**src/rtl/exe_ctrl_pkg.sv**
```systemverilog
// exe_ctrl_pkg -- shared definitions for the exe_ctrl execution controller.
//   state_e      : controller FSM states (IDLE, EXEC, RESP)
//   OP_*         : ALU opcode encodings 4'b0000..4'b1011, OP_LAST marks the top
//   FLAG_*       : bit positions inside the 4-bit flag vector {PF, NF, BF1, BF0}
package exe_ctrl_pkg;

  typedef enum logic [1:0] {
    IDLE = 2'b00,
    EXEC = 2'b01,
    RESP = 2'b10
  } state_e;

  localparam logic [3:0] OP_ADD  = 4'b0000;  // A + B
  localparam logic [3:0] OP_SUB  = 4'b0001;  // A - B
  localparam logic [3:0] OP_AND  = 4'b0010;  // A & B
  localparam logic [3:0] OP_OR   = 4'b0011;  // A | B
  localparam logic [3:0] OP_XOR  = 4'b0100;  // A ^ B
  localparam logic [3:0] OP_NOTA = 4'b0101;  // ~A
  localparam logic [3:0] OP_SHL  = 4'b0110;  // A << 1
  localparam logic [3:0] OP_SHR  = 4'b0111;  // A >> 1, logical
  localparam logic [3:0] OP_SRA  = 4'b1000;  // A >>> 1, arithmetic
  localparam logic [3:0] OP_SLT  = 4'b1001;  // signed A < B ? 1 : 0
  localparam logic [3:0] OP_MIN  = 4'b1010;  // signed minimum
  localparam logic [3:0] OP_MAX  = 4'b1011;  // signed maximum
  localparam logic [3:0] OP_LAST = 4'b1011;

  localparam int FLAG_PF  = 3;
  localparam int FLAG_NF  = 2;
  localparam int FLAG_BF1 = 1;
  localparam int FLAG_BF0 = 0;

endpackage

```
**src/rtl/exe_unit.sv**
```systemverilog
// exe_unit -- combinational ALU datapath with flag generation.
//   arg_a_i, arg_b_i : M-bit signed operands (already registered by the caller)
//   oper_i           : N-bit opcode; codes above OP_LAST produce result 0
//   result_o         : M-bit ALU result
//   flags_o          : {PF, NF, BF1, BF0} computed on result_o
module exe_unit
  import exe_ctrl_pkg::*;
#(
  parameter int M = 8,
  parameter int N = 4
) (
  input  logic [M-1:0] arg_a_i,
  input  logic [M-1:0] arg_b_i,
  input  logic [N-1:0] oper_i,
  output logic [M-1:0] result_o,
  output logic [3:0]   flags_o
);

  function automatic logic parity(input logic [M-1:0] r);
    return ^r;
  endfunction

  // BF1/BF0 look only at bits [M-1:1]: one set bit, or one clear bit (M-2 set bits).
  function automatic logic [3:0] calc_flags(input logic [M-1:0] r);
    logic [3:0] f;
    int         ones_hi;
    f       = 4'b0000;
    ones_hi = 0;
    for (int i = 1; i < M; i++) begin
      ones_hi = ones_hi + int'(r[i]);
    end
    f[FLAG_PF]  = parity(r);
    f[FLAG_NF]  = ~parity(r);
    f[FLAG_BF1] = (ones_hi == 1);
    f[FLAG_BF0] = (ones_hi == M - 2);
    return f;
  endfunction

  logic signed [M-1:0] a_s;
  logic signed [M-1:0] b_s;
  logic        [M-1:0] result_s;

  assign a_s = $signed(arg_a_i);
  assign b_s = $signed(arg_b_i);

  // Opcode decode; unused codes return zero.
  always_comb begin
    result_s = '0;
    if (oper_i > N'(OP_LAST)) begin
      result_s = '0;
    end else begin
      case (oper_i)
        N'(OP_ADD):  result_s = arg_a_i + arg_b_i;
        N'(OP_SUB):  result_s = arg_a_i - arg_b_i;
        N'(OP_AND):  result_s = arg_a_i & arg_b_i;
        N'(OP_OR):   result_s = arg_a_i | arg_b_i;
        N'(OP_XOR):  result_s = arg_a_i ^ arg_b_i;
        N'(OP_NOTA): result_s = ~arg_a_i;
        N'(OP_SHL):  result_s = {arg_a_i[M-2:0], 1'b0};
        N'(OP_SHR):  result_s = {1'b0, arg_a_i[M-1:1]};
        N'(OP_SRA):  result_s = {arg_a_i[M-1], arg_a_i[M-1:1]};
        N'(OP_SLT):  result_s = (a_s < b_s) ? {{(M-1){1'b0}}, 1'b1} : '0;
        N'(OP_MIN):  result_s = (a_s < b_s) ? arg_a_i : arg_b_i;
        N'(OP_MAX):  result_s = (a_s < b_s) ? arg_b_i : arg_a_i;
        default:     result_s = '0;
      endcase
    end
  end

  assign result_o = result_s;
  assign flags_o  = calc_flags(result_s);

endmodule

```
**src/rtl/exe_ctrl.sv**
```systemverilog
// exe_ctrl -- two-requester execution controller around the exe_unit ALU.
// A round-robin arbiter accepts one operation in IDLE, the operands are
// registered, the ALU runs for one cycle in EXEC and the registered result is
// held in RESP until the consumer takes it.
//   i_clk, i_rst_n                 : clock, asynchronous active-low reset
//   i_reqX_valid / o_reqX_ready    : request handshake for requester X (0/1)
//   i_reqX_argA/argB, i_reqX_oper  : operands (M bits) and opcode (N bits)
//   o_res_valid / i_res_ready      : result handshake
//   o_res_id, o_result, o_flags    : owner, result and {PF,NF,BF1,BF0}
//   o_res_err                      : illegal opcode indication
//   o_ops_done                     : wrapping count of result handshakes
// Build option: define EXE_CTRL_ILLEGAL_EN to flag opcodes above OP_LAST as
// errors and skip EXEC for them; otherwise o_res_err is constant 0.
module exe_ctrl
  import exe_ctrl_pkg::*;
#(
  parameter int M = 8,
  parameter int N = 4
) (
  input  logic         i_clk,
  input  logic         i_rst_n,
  input  logic         i_req0_valid,
  input  logic         i_req1_valid,
  output logic         o_req0_ready,
  output logic         o_req1_ready,
  input  logic [M-1:0] i_req0_argA,
  input  logic [M-1:0] i_req0_argB,
  input  logic [M-1:0] i_req1_argA,
  input  logic [M-1:0] i_req1_argB,
  input  logic [N-1:0] i_req0_oper,
  input  logic [N-1:0] i_req1_oper,
  output logic         o_res_valid,
  input  logic         i_res_ready,
  output logic         o_res_id,
  output logic [M-1:0] o_result,
  output logic [3:0]   o_flags,
  output logic         o_res_err,
  output logic [15:0]  o_ops_done
);

  state_e       state_q, state_d;
  logic         ptr_q, ptr_d;
  logic [M-1:0] arg_a_q, arg_a_d;
  logic [M-1:0] arg_b_q, arg_b_d;
  logic [N-1:0] oper_q, oper_d;
  logic         id_q, id_d;
  logic         res_valid_q, res_valid_d;
  logic [M-1:0] result_q, result_d;
  logic [3:0]   flags_q, flags_d;
  logic [15:0]  ops_done_q, ops_done_d;
`ifdef EXE_CTRL_ILLEGAL_EN
  logic         err_q, err_d;
`endif

  logic         grant0_s, grant1_s, accept_s;
  logic [N-1:0] in_oper_s;
  logic [M-1:0] alu_result_s;
  logic [3:0]   alu_flags_s;

  exe_unit #(.M(M), .N(N)) u_exe_unit (
    .arg_a_i  (arg_a_q),
    .arg_b_i  (arg_b_q),
    .oper_i   (oper_q),
    .result_o (alu_result_s),
    .flags_o  (alu_flags_s)
  );

  // Arbitration: grants only in IDLE and out of reset; the pointer breaks ties.
  always_comb begin
    grant0_s = 1'b0;
    grant1_s = 1'b0;
    if ((state_q == IDLE) && i_rst_n) begin
      if (i_req0_valid && i_req1_valid) begin
        grant0_s = ~ptr_q;
        grant1_s = ptr_q;
      end else begin
        grant0_s = i_req0_valid;
        grant1_s = i_req1_valid;
      end
    end else begin
      grant0_s = 1'b0;
      grant1_s = 1'b0;
    end
  end

  assign accept_s  = grant0_s | grant1_s;
  assign in_oper_s = grant1_s ? i_req1_oper : i_req0_oper;

  // Next-state and datapath register updates for IDLE/EXEC/RESP.
  always_comb begin
    state_d     = state_q;
    ptr_d       = ptr_q;
    arg_a_d     = arg_a_q;
    arg_b_d     = arg_b_q;
    oper_d      = oper_q;
    id_d        = id_q;
    res_valid_d = res_valid_q;
    result_d    = result_q;
    flags_d     = flags_q;
    ops_done_d  = ops_done_q;
`ifdef EXE_CTRL_ILLEGAL_EN
    err_d       = err_q;
`endif
    case (state_q)
      IDLE: begin
        if (accept_s) begin
          arg_a_d = grant1_s ? i_req1_argA : i_req0_argA;
          arg_b_d = grant1_s ? i_req1_argB : i_req0_argB;
          oper_d  = in_oper_s;
          id_d    = grant1_s;
`ifdef EXE_CTRL_ILLEGAL_EN
          // Illegal opcodes bypass the ALU and answer directly with an error.
          if (in_oper_s > N'(OP_LAST)) begin
            state_d     = RESP;
            res_valid_d = 1'b1;
            result_d    = '0;
            flags_d     = 4'b0000;
            err_d       = 1'b1;
          end else begin
            state_d     = EXEC;
          end
`else
          state_d = EXEC;
`endif
        end else begin
          state_d = IDLE;
        end
      end
      EXEC: begin
        state_d     = RESP;
        res_valid_d = 1'b1;
        result_d    = alu_result_s;
        flags_d     = alu_flags_s;
`ifdef EXE_CTRL_ILLEGAL_EN
        err_d       = 1'b0;
`endif
      end
      RESP: begin
        if (i_res_ready) begin
          state_d     = IDLE;
          res_valid_d = 1'b0;
          ptr_d       = ~id_q;
          ops_done_d  = ops_done_q + 16'd1;
        end else begin
          state_d     = RESP;
        end
      end
      default: begin
        state_d     = IDLE;
        res_valid_d = 1'b0;
      end
    endcase
  end

  // FSM state register.
  always_ff @(posedge i_clk or negedge i_rst_n) begin
    if (!i_rst_n) begin
      state_q <= IDLE;
    end else begin
      state_q <= state_d;
    end
  end

  // Datapath, pointer and counter registers; reset discards any in-flight op.
  always_ff @(posedge i_clk or negedge i_rst_n) begin
    if (!i_rst_n) begin
      ptr_q       <= 1'b0;
      arg_a_q     <= '0;
      arg_b_q     <= '0;
      oper_q      <= '0;
      id_q        <= 1'b0;
      res_valid_q <= 1'b0;
      result_q    <= '0;
      flags_q     <= 4'b0000;
      ops_done_q  <= 16'h0000;
`ifdef EXE_CTRL_ILLEGAL_EN
      err_q       <= 1'b0;
`endif
    end else begin
      ptr_q       <= ptr_d;
      arg_a_q     <= arg_a_d;
      arg_b_q     <= arg_b_d;
      oper_q      <= oper_d;
      id_q        <= id_d;
      res_valid_q <= res_valid_d;
      result_q    <= result_d;
      flags_q     <= flags_d;
      ops_done_q  <= ops_done_d;
`ifdef EXE_CTRL_ILLEGAL_EN
      err_q       <= err_d;
`endif
    end
  end

  assign o_req0_ready = grant0_s;
  assign o_req1_ready = grant1_s;
  assign o_res_valid  = res_valid_q;
  assign o_res_id     = id_q;
  assign o_result     = result_q;
  assign o_flags      = flags_q;
  assign o_ops_done   = ops_done_q;
`ifdef EXE_CTRL_ILLEGAL_EN
  assign o_res_err    = err_q;
`else
  assign o_res_err    = 1'b0;
`endif

endmodule
```
**config.mk**
```make
export PLATFORM = sky130hd
export DESIGN_NAME = exe_ctrl
export DESIGN_NICKNAME = d
export VERILOG_FILES = /design/src/rtl/exe_ctrl_pkg.sv /design/src/rtl/exe_unit.sv /design/src/rtl/exe_ctrl.sv
export SDC_FILE = /design/constraint.sdc
export NUM_CORES = 1
export LEC_CHECK = 0
export CAP_MARGIN = 30
export CORE_ASPECT_RATIO = 0.8
export CORE_MARGIN = 5
export CORE_UTILIZATION = 45
export DETAILED_ROUTE_END_ITERATION = 12
export DONT_BUFFER_PORTS = 1
export PLACE_DENSITY = 0.64
export SYNTH_ARGS = -nofsm -noshare
export SYNTH_HDL_FRONTEND = slang
export SYNTH_SLANG_ARGS = --single-unit
export TNS_END_PERCENT = 50
```
**constraint.sdc**
```tcl
create_clock -name i_clk -period 6.34 [get_ports i_clk]
set_input_delay 1.902 -clock i_clk [delete_from_list [all_inputs] [get_ports i_clk]]
set_output_delay 1.902 -clock i_clk [all_outputs]
set_load 0.05 [all_outputs]
```
## After elaboration in Yosys (flattened, before gate mapping)

Cells that the tools add are included.
W data, S select, Z words.

| storage, ports and cells | value |
|---|---|
| flip-flop bits (word level) | 53 |
| latch bits | 0 |
| RAM bits | 0 |
| ROM bits | 0 |
| output and inout port bits | 33 |
| memories kept | 0 |

| cells by class | value |
|---|---|
| add/sub/neg operators | 9 |
| multipliers | 0 |
| divide/modulo/power cells | 0 |
| $lt $le $gt $ge | 2 |
| equality and inequality tests | 16 |
| shift operators | 0 |
| mux-type cells | 17 |
| bitwise operators | 9 |
| reduce and logical (&&, ||, !) cells | 8 |

Operator list:

| cell | number |
|---|---|
| $add A32 B2 Y32 | 5 |
| $pmux W8 S12 | 1 |
| $mux W8 | 5 |
| $eq A32 B2 Y1 const B | 1 |
| $eq A32 B4 Y1 const B | 1 |
| $add A16 B1 Y16 const B | 1 |
| $eq A4 B3 Y1 const B | 4 |
| $eq A4 B4 Y1 const B | 4 |
| $add A8 B8 Y8 | 1 |
| $and A8 B8 Y8 | 1 |
| $eq A4 B2 Y1 const B | 2 |
| $lt A8 B8 Y1 | 1 |
| $not A8 Y8 | 1 |
| $or A8 B8 Y8 | 1 |
| $reduce_xor A8 Y1 | 1 |
| $sub A8 B8 Y8 | 1 |
| $xor A8 B8 Y8 | 1 |
| $mux W1 | 7 |
| $pmux W2 S3 | 1 |
| $reduce_and A2 Y1 | 3 |
| $eq A4 B1 Y1 const B | 1 |
| $gt A4 B4 Y1 const B | 1 |
| $logic_not A4 Y1 | 1 |
| $mux W4 | 1 |
| other kinds (10) | 14 |

## Logic depth before layout (Yosys ltp)

Gate-level depths: netlist (run 1).

| logic depth | value |
|---|---|
| depth in word-level cells | 11 |
| depth in mapped cells | 21 |
| mapped depth without buffers | 21 |

## Cells and area by module

Synthesis (run 1) repeated with hierarchy kept, for this count alone.

| second synthesis, totals | value |
|---|---|
| cell total of the unflattened synthesis | 442 |
| area total of the unflattened synthesis | 4186.5 um^2 |

By module, submodules not included:

| module | times used | cells each | area an instance (um^2) | seq. area each (um^2) |
|---|---|---|---|---|
| exe_ctrl | 1 | 194 | 2342.2 | 1326.3 |
| exe_unit | 1 | 248 | 1844.3 | 0.0 |

## Worst setup path after synthesis (run 1)

OpenSTA, ideal clock, no wires.

| timing | value |
|---|---|
| path kind | input to output |
| start | in i_rst_n |
| end | out o_req0_ready |
| data arrival time | 3019 ps |
| required time | 4438 ps |
| slack | 1419 ps |
| stages | 4 |
| cells stage by stage | nor3b_1 -> nand3_1 -> inv_1 -> clkbuf_1 |

| on the way | value |
|---|---|
| longest elaborated chain between the ends | 2 |

Ends and longest elaborated chain:

| what | line | source |
|---|---|---|
| from (decl) | exe_ctrl.sv:21 | `input logic i_rst_n,` |
| $logic_and A1 B1 Y1 | exe_ctrl.sv:72 | `if ((state_q == IDLE) && i_rst_n) begin` |
| $mux W1 | exe_ctrl.sv:72 |  |
| to (decl) | exe_ctrl.sv:24 | `output logic o_req0_ready,` |

Every way passes these cells.

## Final worst setup path (run 1)

| timing | value |
|---|---|
| start | reg arg_a_q[0] |
| end | reg flags_q[0], in the netlist o_flags[0] |

| on the way | value |
|---|---|
| longest elaborated chain between the ends | 11 |

Ends and longest elaborated chain:

| what | line | source |
|---|---|---|
| from (decl) | exe_ctrl.sv:43 | `logic [M-1:0] arg_a_q, arg_a_d;` |
| from (signal assigned) | exe_ctrl.sv:181 | `arg_a_q <= arg_a_d;` |
| $lt A8 B8 Y1 | exe_unit.sv:63, exe_unit.sv:64 |  |
| $mux W8, on equally long branches | exe_unit.sv:64, exe_unit.sv:63 |  |
| $pmux W8 S12 (*) | exe_unit.sv:52 | `case (oper_i)` |
| $mux W8 (*) | exe_unit.sv:49 | `if (oper_i > N'(OP_LAST)) begin` |
| net alu_result_s[1] | exe_ctrl.sv:57 | `logic [M-1:0] alu_result_s;` |
| $add A1 B1 Y2 (*) | exe_unit.sv:30 | `ones_hi = ones_hi + int'(r[i]);` |
| $add A32 B2 Y32 (*) (5 in a row) | exe_unit.sv:30 |  |
| $eq A32 B4 Y1 (*) | exe_unit.sv:35 | `f[FLAG_BF0] = (ones_hi == M - 2);` |
| to (signal assigned) | exe_ctrl.sv:187 | `flags_q <= flags_d;` |
| to (decl) | exe_ctrl.sv:49 | `logic [3:0] flags_q, flags_d;` |

The timed path passes the listed nets; every way through them passes the cells marked *.
A chain may end at the register's enable or synchronous reset.

==> report_table.html, run 1 <==
<table>
<tr><th>Metric</th><th>Value</th></tr>
<tr><th colspan="2">Timing</th></tr>
<tr><td>RSZ-0062 raised after global routing</td><td>false</td></tr>
<tr><td>Highest achievable clock rate</td><td>195 MHz</td></tr>
<tr><td>Final count of pins violating max slew</td><td>0</td></tr>
<tr><td>Count of endpoints failing setup in the final report</td><td>0</td></tr>
<tr><td>Hold violation count in the final report</td><td>0</td></tr>
<tr><td>Share of the clock period used by the worst path</td><td>80.7%</td></tr>
<tr><td>Transition time of the tightest slew-check pin</td><td>0.950 ns</td></tr>
<tr><td>Max_slew headroom</td><td>36.7%</td></tr>
<tr><td>Summed negative setup slack over all endpoints</td><td>0 ns</td></tr>
<tr><td>Post-Route Skew</td><td>0.0113 ns</td></tr>
<tr><td>Final critical path time including I/O delays and setup</td><td>5.12 ns</td></tr>
<tr><th colspan="2">Floorplan</th></tr>
<tr><td>Horizontal die dimension</td><td>117 um</td></tr>
<tr><td>Die Footprint</td><td>11200 um^2</td></tr>
<tr><td>Core area</td><td>9000 um^2</td></tr>
<tr><td>IO Pins</td><td>78</td></tr>
<tr><td>Overall die height</td><td>95.8 um</td></tr>
<tr><td>Effective utilization at floorplan</td><td>46.0%</td></tr>
<tr><td>Standard-cell row count</td><td>31</td></tr>
<tr><th colspan="2">Synth</th></tr>
<tr><td>Yosys top cell by area</td><td>sky130_fd_sc_hd__dfrtp_1</td></tr>
<tr><td>Top cells by area, synth</td><td>sky130_fd_sc_hd__dfrtp_1 32%, sky130_fd_sc_hd__ha_1 8.8%, sky130_fd_sc_hd__nand2_1 7.7%, sky130_fd_sc_hd__xnor2_1 4.7%, sky130_fd_sc_hd__nor2_1 4.5%</td></tr>
<tr><td>Synthesized area</td><td>4140 um^2</td></tr>
<tr><td>Avg Synthesized Cell Area</td><td>8.37 um^2</td></tr>
<tr><td>Distinct cell type count after synthesis</td><td>65</td></tr>
<tr><td>Post-synthesis instance total</td><td>494</td></tr>
<tr><td>Number of synthesized flops with an enable pin</td><td>0</td></tr>
<tr><td>Syn Nets</td><td>573</td></tr>
<tr><td>Post-synthesis sequential area ratio</td><td>32.1%</td></tr>
<tr><td>Dominant synthesized flop cell</td><td>sky130_fd_sc_hd__dfrtp_1</td></tr>
<tr><td>Fraction of synthesis flops using an asynchronous set or reset pin</td><td>100%</td></tr>
<tr><td>Syn. warnings</td><td>0</td></tr>
<tr><td>Yosys reg bits</td><td>53</td></tr>
<tr><td>Synth top area share</td><td>32.1%</td></tr>
<tr><th colspan="2">Drt</th></tr>
<tr><td>Initial DRC count</td><td>213</td></tr>
<tr><td>Number of nets with antenna violations after detailed routing</td><td>0</td></tr>
<tr><td>WL final</td><td>10700 um</td></tr>
<tr><td>Post-detailed-route DRC marker count</td><td>0</td></tr>
<tr><td>Mean number of vias per cell</td><td>5.95</td></tr>
<tr><td>First-pass DRT Iterations</td><td>5</td></tr>
<tr><td>Number of vias in the routed layout</td><td>3556</td></tr>
<tr><td>Routed length per instance</td><td>17.8 um</td></tr>
<tr><th colspan="2">Hold path</th></tr>
<tr><td>Hold path cells</td><td>2</td></tr>
<tr><td>WHS Endpoint</td><td>ptr_q</td></tr>
<tr><td>Launch instance of the worst min-delay path</td><td>ptr_q</td></tr>
<tr><td>Hold Path Class</td><td>reg2reg</td></tr>
<tr><th colspan="2">Run</th></tr>
<tr><td>Number of max-cap violations</td><td>0</td></tr>
<tr><th colspan="2">Global routing</th></tr>
<tr><td>Largest net degree at the start of global routing</td><td>55</td></tr>
<tr><td>Via count of the first global-routing pass</td><td>3505</td></tr>
<tr><td>Gr ovfl total</td><td>0</td></tr>
<tr><td>Initial antenna violation count</td><td>0</td></tr>
<tr><td>First-pass GRT wire length</td><td>17700 um</td></tr>
<tr><td>Aggregate global-route resource usage</td><td>19.7%</td></tr>
<tr><th colspan="2">CTS</th></tr>
<tr><td>Post-CTS clock slew at the launch and capture registers of the worst setup and hold paths</td><td>0.07 ns</td></tr>
<tr><td>Number of setup buffers added after CTS</td><td>0</td></tr>
<tr><td>Clock net sink count</td><td>53</td></tr>
<tr><td>Root cell of the clock tree</td><td>sky130_fd_sc_hd__clkbuf_16</td></tr>
<tr><td>Clock latency on the worst-skew pair</td><td>0.29 ns</td></tr>
<tr><td>CTS buffer count</td><td>5</td></tr>
<tr><td>Number of H-tree levels</td><td>2</td></tr>
<tr><td>CTS tree</td><td>built</td></tr>
<tr><td>Number of buffers inserted for hold repair after clock tree synthesis</td><td>0</td></tr>
<tr><td>Clk buf depth</td><td>2</td></tr>
<tr><td>Count of instances resized after the clock tree is built</td><td>0</td></tr>
<tr><th colspan="2">Critical path</th></tr>
<tr><td>Kind of capture point of the worst setup path</td><td>flip-flop</td></tr>
<tr><td>Internal reg-to-reg setup slack</td><td>1.22 ns</td></tr>
<tr><td>Reg-to-reg critical path startpoint</td><td>arg_a_q[0]</td></tr>
<tr><td>Endpoint required time on the critical path</td><td>6.52 ns</td></tr>
<tr><td>Critical path launch point type</td><td>flip-flop</td></tr>
<tr><td>Critical R2R Capture</td><td>o_flags[0]</td></tr>
<tr><td>Cell count of the worst reg-to-reg path</td><td>21</td></tr>
<tr><td>Critical path type</td><td>reg2reg</td></tr>
<tr><td>Critical Path Fanout Max</td><td>6</td></tr>
<tr><td>Endpoint arrival time on the critical path</td><td>5.30 ns</td></tr>
<tr><th colspan="2">Cells and area</th></tr>
<tr><td>Share of post-route cells with drive strength above 1</td><td>5.59%</td></tr>
<tr><td>Final net count</td><td>561</td></tr>
<tr><td>Final non-filler cell total</td><td>598</td></tr>
<tr><td>Area delta synth-&gt;final</td><td>5.29%</td></tr>
<tr><td>Count of antenna diodes in the layout</td><td>0</td></tr>
<tr><th colspan="2">Placement</th></tr>
<tr><td>GP Congestion</td><td>0.948</td></tr>
<tr><td>Buffers added on ports</td><td>0</td></tr>
<tr><td>Placed wire-length estimate after detailed placement</td><td>8240 um</td></tr>
<tr><td>Placed cells</td><td>590</td></tr>
<tr><th colspan="2">Outcome</th></tr>
<tr><td>Result of the run</td><td>completed</td></tr>
</table>
==> how the worst max path moves through the flow <==
stage          cells after the start           end  startpoint
2_1_floorplan                      4  o_req0_ready     i_rst_n
3_3_place_gp                      21    o_flags[0]  arg_a_q[0]
3_5_place_dp                      21    o_flags[0]  arg_a_q[0]
4_1_cts                           21    o_flags[0]  arg_a_q[0]
5_1_grt                           21    o_flags[0]  arg_a_q[0]
6_report                          21    o_flags[0]  arg_a_q[0]
==> layout make-up <==
type                    instances  area [um^2]
clock inverters                 2         13.8
well taps                     115          144
inverters                      34          128
repair buffers                  5         37.5
clock buffers                   6          129
flip-flops and latches         53         1330
multi-input cells             383         2580
fillers                       880         4640
==> state kept, by name (all words and copies together), names as in the netlist, 2 cells and up <==
name	cells
state_q	2
arg_a_q	8
arg_b_q	8
oper_q	4
o_ops_done	16
o_flags	4
o_result	8
==> cell families (layout without fill, tap and decap cells) <==
group | count (synthesis) | in the layout | share of synthesized area [%]
AO/OA/AOI/OAI | 118 | 118 | 20.2
XOR/XNOR | 29 | 29 | 6.93
adder cells (fa/ha/maj) | 34 | 34 | 11.2
buffers and inverters | 58 | 47 | 5.63
flip-flops | 53 | 53 | 32.1
multiplexers | 14 | 14 | 3.48
other | 1 | 1 | 0.0907
AND/OR/NAND/NOR | 187 | 187 | 20.4
==> Yosys cell counts, types with 4 or more instances <==
cell                       instances
sky130_fd_sc_hd__o21ai_0          23
sky130_fd_sc_hd__nand2_1          85
sky130_fd_sc_hd__o21ai_1           4
sky130_fd_sc_hd__ha_1             29
sky130_fd_sc_hd__a21oi_1          19
sky130_fd_sc_hd__xor2_1            5
sky130_fd_sc_hd__a221oi_1          6
sky130_fd_sc_hd__clkbuf_1         13
sky130_fd_sc_hd__nand4_1           4
sky130_fd_sc_hd__nand3_1          11
sky130_fd_sc_hd__a31oi_1          21
sky130_fd_sc_hd__nor2b_1           6
sky130_fd_sc_hd__dfrtp_1          53
sky130_fd_sc_hd__xnor2_1          22
sky130_fd_sc_hd__nand2b_1          6
sky130_fd_sc_hd__fa_1              5
sky130_fd_sc_hd__inv_1            32
sky130_fd_sc_hd__o21a_1            4
sky130_fd_sc_hd__mux2i_1          11
sky130_fd_sc_hd__nor3_1            8
sky130_fd_sc_hd__and3_1            4
sky130_fd_sc_hd__o22ai_1           6
sky130_fd_sc_hd__nor2_1           50
sky130_fd_sc_hd__buf_2             6
==> layer usage <==
metal  GRT usage [%]  part of all wire (%)  routed length [um]
met3            3.65                   7.5                 804
met2            28.6                    43                4600
met4            4.39                   1.1                 120
met1            30.4                    48                5150
met5               0                     0                   0
==> worst max-delay path: stages, from the launching register on <==
cell,delay [ns]
sky130_fd_sc_hd__dfrtp_1,0.42
sky130_fd_sc_hd__inv_1,0.12
sky130_fd_sc_hd__ha_1,0.17
sky130_fd_sc_hd__inv_1,0.06
sky130_fd_sc_hd__fa_1,0.38
sky130_fd_sc_hd__nor2b_1,0.18
sky130_fd_sc_hd__o311ai_4,0.29
sky130_fd_sc_hd__a21oi_4,0.15
sky130_fd_sc_hd__xnor2_4,0.26
sky130_fd_sc_hd__mux2i_1,0.13
sky130_fd_sc_hd__a221oi_2,0.38
sky130_fd_sc_hd__inv_1,0.09
sky130_fd_sc_hd__ha_1,0.30
sky130_fd_sc_hd__inv_1,0.07
sky130_fd_sc_hd__fa_1,0.43
sky130_fd_sc_hd__fa_1,0.49
sky130_fd_sc_hd__inv_1,0.04
sky130_fd_sc_hd__ha_1,0.20
sky130_fd_sc_hd__fa_1,0.38
sky130_fd_sc_hd__xnor2_1,0.21
sky130_fd_sc_hd__nor3b_1,0.07
sky130_fd_sc_hd__a22o_1,0.19
==> through the flow <==
| stage | setup WS (ns) | util [%] | instance area (um^2) | hold slack, ns |
|---|---|---|---|---|
| 6_report | 1.22 | 48.4 | 4360 | 0.527 |
| 5_1_grt | 0.912 | 48.4 | 4360 | 0.573 |
| 4_1_cts | 1.22 | 48.4 | 4360 | 0.533 |
| 3_5_place_dp | 1.23 | 46.8 | 4210 | 0.518 |
| 3_3_place_gp | 1.36 | 46.8 | 4210 | 0.504 |
| 2_1_floorplan | 1.42 | - | 4140 | 0.463 |
==> cells in the final DEF (no fill, tap or decap), types with 6 or more instances in the layout <==
cell type | Yosys | routed
sky130_fd_sc_hd__nand2_1 | 85 | 85
sky130_fd_sc_hd__nor2b_1 | 6 | 6
sky130_fd_sc_hd__a221oi_1 | 6 | 6
sky130_fd_sc_hd__nor3_1 | 8 | 8
sky130_fd_sc_hd__dfrtp_1 | 53 | 53
sky130_fd_sc_hd__xnor2_1 | 22 | 22
sky130_fd_sc_hd__nand3_1 | 11 | 11
sky130_fd_sc_hd__nor2_1 | 50 | 50
sky130_fd_sc_hd__a31oi_1 | 21 | 21
sky130_fd_sc_hd__o21ai_0 | 23 | 23
sky130_fd_sc_hd__ha_1 | 29 | 29
sky130_fd_sc_hd__a21oi_1 | 19 | 19
sky130_fd_sc_hd__mux2i_1 | 11 | 11
sky130_fd_sc_hd__nand2b_1 | 6 | 6
sky130_fd_sc_hd__o22ai_1 | 6 | 6
sky130_fd_sc_hd__inv_1 | 32 | 32
Power of run 1 is left out: the tool's default activity adds up to more than one toggle a clock period on the data nets, which glitch-free logic cannot reach.
==> run 2: changes to the inputs <==
==> constraint.sdc (replaced) <==
create_clock -name i_clk -period 5.4 [get_ports i_clk]
set_input_delay 1.62 -clock i_clk [delete_from_list [all_inputs] [get_ports i_clk]]
set_output_delay 1.62 -clock i_clk [all_outputs]
set_load 0.05 [all_outputs]
==> report_table.html, run 2 (synthesis results as in run 1) <==
<table>
<tr><th>Metric</th><th>Value</th></tr>
<tr><th colspan="2">Critical path</th></tr>
<tr><td>Internal reg-to-reg setup slack</td><td>0.26 ns (was 1.22 ns)</td></tr>
<tr><td>Critical Path Fanout Max</td><td>5 (was 6)</td></tr>
<tr><td>Endpoint required time on the critical path</td><td>5.58 ns (was 6.52 ns)</td></tr>
<tr><td>Critical path launch point type</td><td>flip-flop (unchanged)</td></tr>
<tr><td>Reg-to-reg critical path startpoint</td><td>arg_a_q[0] (unchanged)</td></tr>
<tr><td>Launching element of the worst setup path</td><td>arg_a_q[0] (unchanged)</td></tr>
<tr><td>Critical path type</td><td>reg2reg (unchanged)</td></tr>
<tr><td>Endpoint arrival time on the critical path</td><td>5.32 ns (was 5.30 ns)</td></tr>
<tr><td>Kind of capture point of the worst setup path</td><td>flip-flop (unchanged)</td></tr>
<tr><th colspan="2">Global routing</th></tr>
<tr><td>Gr ovfl total</td><td>0 (unchanged)</td></tr>
<tr><td>Via count of the first global-routing pass</td><td>3504 (was 3505)</td></tr>
<tr><td>Aggregate global-route resource usage</td><td>20.7% (was 19.7%)</td></tr>
<tr><td>Initial antenna violation count</td><td>0 (unchanged)</td></tr>
<tr><td>First-pass GRT wire length</td><td>18100 um (was 17700 um)</td></tr>
<tr><td>Largest net degree at the start of global routing</td><td>55 (unchanged)</td></tr>
<tr><th colspan="2">Timing</th></tr>
<tr><td>RSZ-0062 raised after global routing</td><td>false (unchanged)</td></tr>
<tr><td>Worst hold slack across all endpoints</td><td>0.528 ns (was 0.527 ns)</td></tr>
<tr><td>Max_slew headroom</td><td>53.5% (was 36.7%)</td></tr>
<tr><td>Hold violation count in the final report</td><td>0 (unchanged)</td></tr>
<tr><td>Final critical-path setup slack</td><td>0.259 ns (was 1.22 ns)</td></tr>
<tr><td>Summed negative setup slack over all endpoints</td><td>0 ns (unchanged)</td></tr>
<tr><td>Highest achievable clock rate</td><td>195 MHz (about the same)</td></tr>
<tr><td>Count of endpoints failing setup in the final report</td><td>0 (unchanged)</td></tr>
<tr><td>Post-Route Skew</td><td>0.00846 ns (was 0.0113 ns)</td></tr>
<tr><td>Share of the clock period used by the worst path</td><td>95.2% (was 80.7%)</td></tr>
<tr><td>Final count of pins violating max slew</td><td>0 (unchanged)</td></tr>
<tr><td>Final critical path time including I/O delays and setup</td><td>5.14 ns (was 5.12 ns)</td></tr>
<tr><td>Transition time of the tightest slew-check pin</td><td>0.698 ns (was 0.950 ns)</td></tr>
<tr><th colspan="2">CTS</th></tr>
<tr><td>Clock net sink count</td><td>53 (unchanged)</td></tr>
<tr><td>CTS buffer count</td><td>5 (unchanged)</td></tr>
<tr><td>Root cell of the clock tree</td><td>sky130_fd_sc_hd__clkbuf_16 (unchanged)</td></tr>
<tr><td>Clk buf depth</td><td>2 (unchanged)</td></tr>
<tr><td>Count of instances resized after the clock tree is built</td><td>0 (unchanged)</td></tr>
<tr><td>Post-CTS clock slew at the launch and capture registers of the worst setup and hold paths</td><td>0.07 ns (about the same)</td></tr>
<tr><td>Number of H-tree levels</td><td>2 (unchanged)</td></tr>
<tr><td>Clock latency on the worst-skew pair</td><td>0.29 ns (about the same)</td></tr>
<tr><td>CTS tree</td><td>built (unchanged)</td></tr>
<tr><th colspan="2">Cells and area</th></tr>
<tr><td>Share of post-route cells with drive strength above 1</td><td>8.25% (was 5.59%)</td></tr>
<tr><td>Highest-count cells in the layout ignoring fill and taps</td><td>85 x sky130_fd_sc_hd__nand2_1, 53 x sky130_fd_sc_hd__dfrtp_1, 50 x sky130_fd_sc_hd__nor2_1, 32 x sky130_fd_sc_hd__inv_1, 29 x sky130_fd_sc_hd__ha_1 (unchanged)</td></tr>
<tr><td>Count of antenna diodes in the layout</td><td>0 (unchanged)</td></tr>
<tr><td>Number of flip-flops under the largest register name</td><td>16 (unchanged)</td></tr>
<tr><td>Area delta synth-&gt;final</td><td>7.83% (was 5.29%)</td></tr>
<tr><td>Most common library cell in the layout ignoring fill and taps</td><td>sky130_fd_sc_hd__nand2_1 (unchanged)</td></tr>
<tr><td>Final net count</td><td>575 (was 561)</td></tr>
<tr><th colspan="2">Floorplan</th></tr>
<tr><td>Effective utilization at floorplan</td><td>46.0% (unchanged)</td></tr>
<tr><td>Die Footprint</td><td>11200 um^2 (unchanged)</td></tr>
<tr><td>Core area</td><td>9000 um^2 (unchanged)</td></tr>
<tr><td>Standard-cell row count</td><td>31 (unchanged)</td></tr>
<tr><td>IO Pins</td><td>78 (unchanged)</td></tr>
<tr><td>Overall die height</td><td>95.8 um (unchanged)</td></tr>
<tr><td>Horizontal die dimension</td><td>117 um (unchanged)</td></tr>
<tr><th colspan="2">Drt</th></tr>
<tr><td>Number of nets with antenna violations after detailed routing</td><td>0 (unchanged)</td></tr>
<tr><td>Initial DRC count</td><td>361 (was 213)</td></tr>
<tr><td>Routed length per instance</td><td>18.2 um (was 17.8 um)</td></tr>
<tr><td>WL final</td><td>11100 um (was 10700 um)</td></tr>
<tr><td>Number of vias in the routed layout</td><td>3599 (was 3556)</td></tr>
<tr><td>Post-detailed-route DRC marker count</td><td>0 (unchanged)</td></tr>
<tr><td>Mean number of vias per cell</td><td>5.88 (was 5.95)</td></tr>
<tr><td>First-pass DRT Iterations</td><td>5 (unchanged)</td></tr>
<tr><th colspan="2">Placement</th></tr>
<tr><td>GP Congestion</td><td>0.913 (was 0.948)</td></tr>
<tr><td>Buffers added on ports</td><td>0 (unchanged)</td></tr>
<tr><td>Placed wire-length estimate after detailed placement</td><td>8790 um (was 8240 um)</td></tr>
<tr><td>Pre-CTS setup slack</td><td>0.188 ns (was 1.23 ns)</td></tr>
<tr><th colspan="2">Run</th></tr>
<tr><td>Number of max-cap violations</td><td>0 (unchanged)</td></tr>
<tr><th colspan="2">Outcome</th></tr>
<tr><td>Result of the run</td><td>completed (unchanged)</td></tr>
<tr><th colspan="2">Hold path</th></tr>
<tr><td>Launch instance of the worst min-delay path</td><td>ptr_q (unchanged)</td></tr>
<tr><td>Hold Path Class</td><td>reg2reg (unchanged)</td></tr>
</table>
## run 2: cell count changes in the layout (fill, tap and decap cells not counted)
cell                    previous run  this run
sky130_fd_sc_hd__buf_4             5        19
## run 2: worst max-delay path: stages, from the launching register on
cell and delay, ns:
sky130_fd_sc_hd__dfrtp_1 0.42, sky130_fd_sc_hd__inv_1 0.12, sky130_fd_sc_hd__ha_1 0.18, sky130_fd_sc_hd__inv_1 0.06
sky130_fd_sc_hd__fa_1 0.39, sky130_fd_sc_hd__nor2b_1 0.19, sky130_fd_sc_hd__o311ai_4 0.30, sky130_fd_sc_hd__a21oi_4 0.15
sky130_fd_sc_hd__xnor2_4 0.24, sky130_fd_sc_hd__mux2i_1 0.12, sky130_fd_sc_hd__a221oi_2 0.37, sky130_fd_sc_hd__inv_1 0.09
sky130_fd_sc_hd__ha_1 0.29, sky130_fd_sc_hd__inv_1 0.07, sky130_fd_sc_hd__fa_1 0.42, sky130_fd_sc_hd__fa_1 0.49
sky130_fd_sc_hd__inv_1 0.04, sky130_fd_sc_hd__ha_1 0.19, sky130_fd_sc_hd__fa_1 0.39, sky130_fd_sc_hd__xnor2_1 0.23
sky130_fd_sc_hd__nor3b_1 0.08, sky130_fd_sc_hd__a22o_1 0.19
## run 2: routing by layer
metal  track usage, %  routed length (um)
met2             29.9                4690
met5                0                   0
met3             5.85                1090
met1             30.8                5180
met4             4.39                 152
## run 2: per-stage QoR
| stage | instances | area (um^2) | utilization (%) |
|---|---|---|---|
| 2_1_floorplan | 494 | 4140 | - |
| 3_3_place_gp | 601 | 4300 | 47.7 |
| 3_5_place_dp | 601 | 4300 | 47.7 |
| 4_1_cts | 609 | 4440 | 49.3 |
| 5_1_grt | 612 | 4460 | 49.6 |
| 6_report | 612 | 4460 | 49.6 |
## run 2: cell type report
class	count	area [um^2]
clock inverter	2	13.8
clock buffer	6	129
fill	875	4540
timing repair buffer	19	143
inverter	34	128
sequential	53	1330
tap	115	144
multi-input combinational	383	2580
## run 2: worst paths after layout
check                                    to  depth (start not counted)
worst max-delay path             o_flags[0]                         21
worst min-delay path                  ptr_q                          2
worst max register to register   o_flags[0]                         21
worst min register to register        ptr_q                          2
max in group asynchronous        arg_a_q[0]                          0
min in group asynchronous       o_result[7]                          0
## run 2: repair_timing
item                       CTS  global route
setup endpoints to repair    0             1
setup buffers                0             3
hold buffers                 0             0
Power of run 2 is left out for the same reason.
==> run 3: changes to the inputs <==
--- a/config.mk
+++ b/config.mk
@@ -5,7 +5,6 @@
 export SDC_FILE = /design/constraint.sdc
 export NUM_CORES = 1
 export LEC_CHECK = 0
-export CAP_MARGIN = 30
 export CORE_ASPECT_RATIO = 0.8
 export CORE_MARGIN = 5
 export CORE_UTILIZATION = 45
==> results of run 3 <==
The final DEF is identical to that of run 2; final timing and power are the same.
Power of run 3 is left out for the same reason.
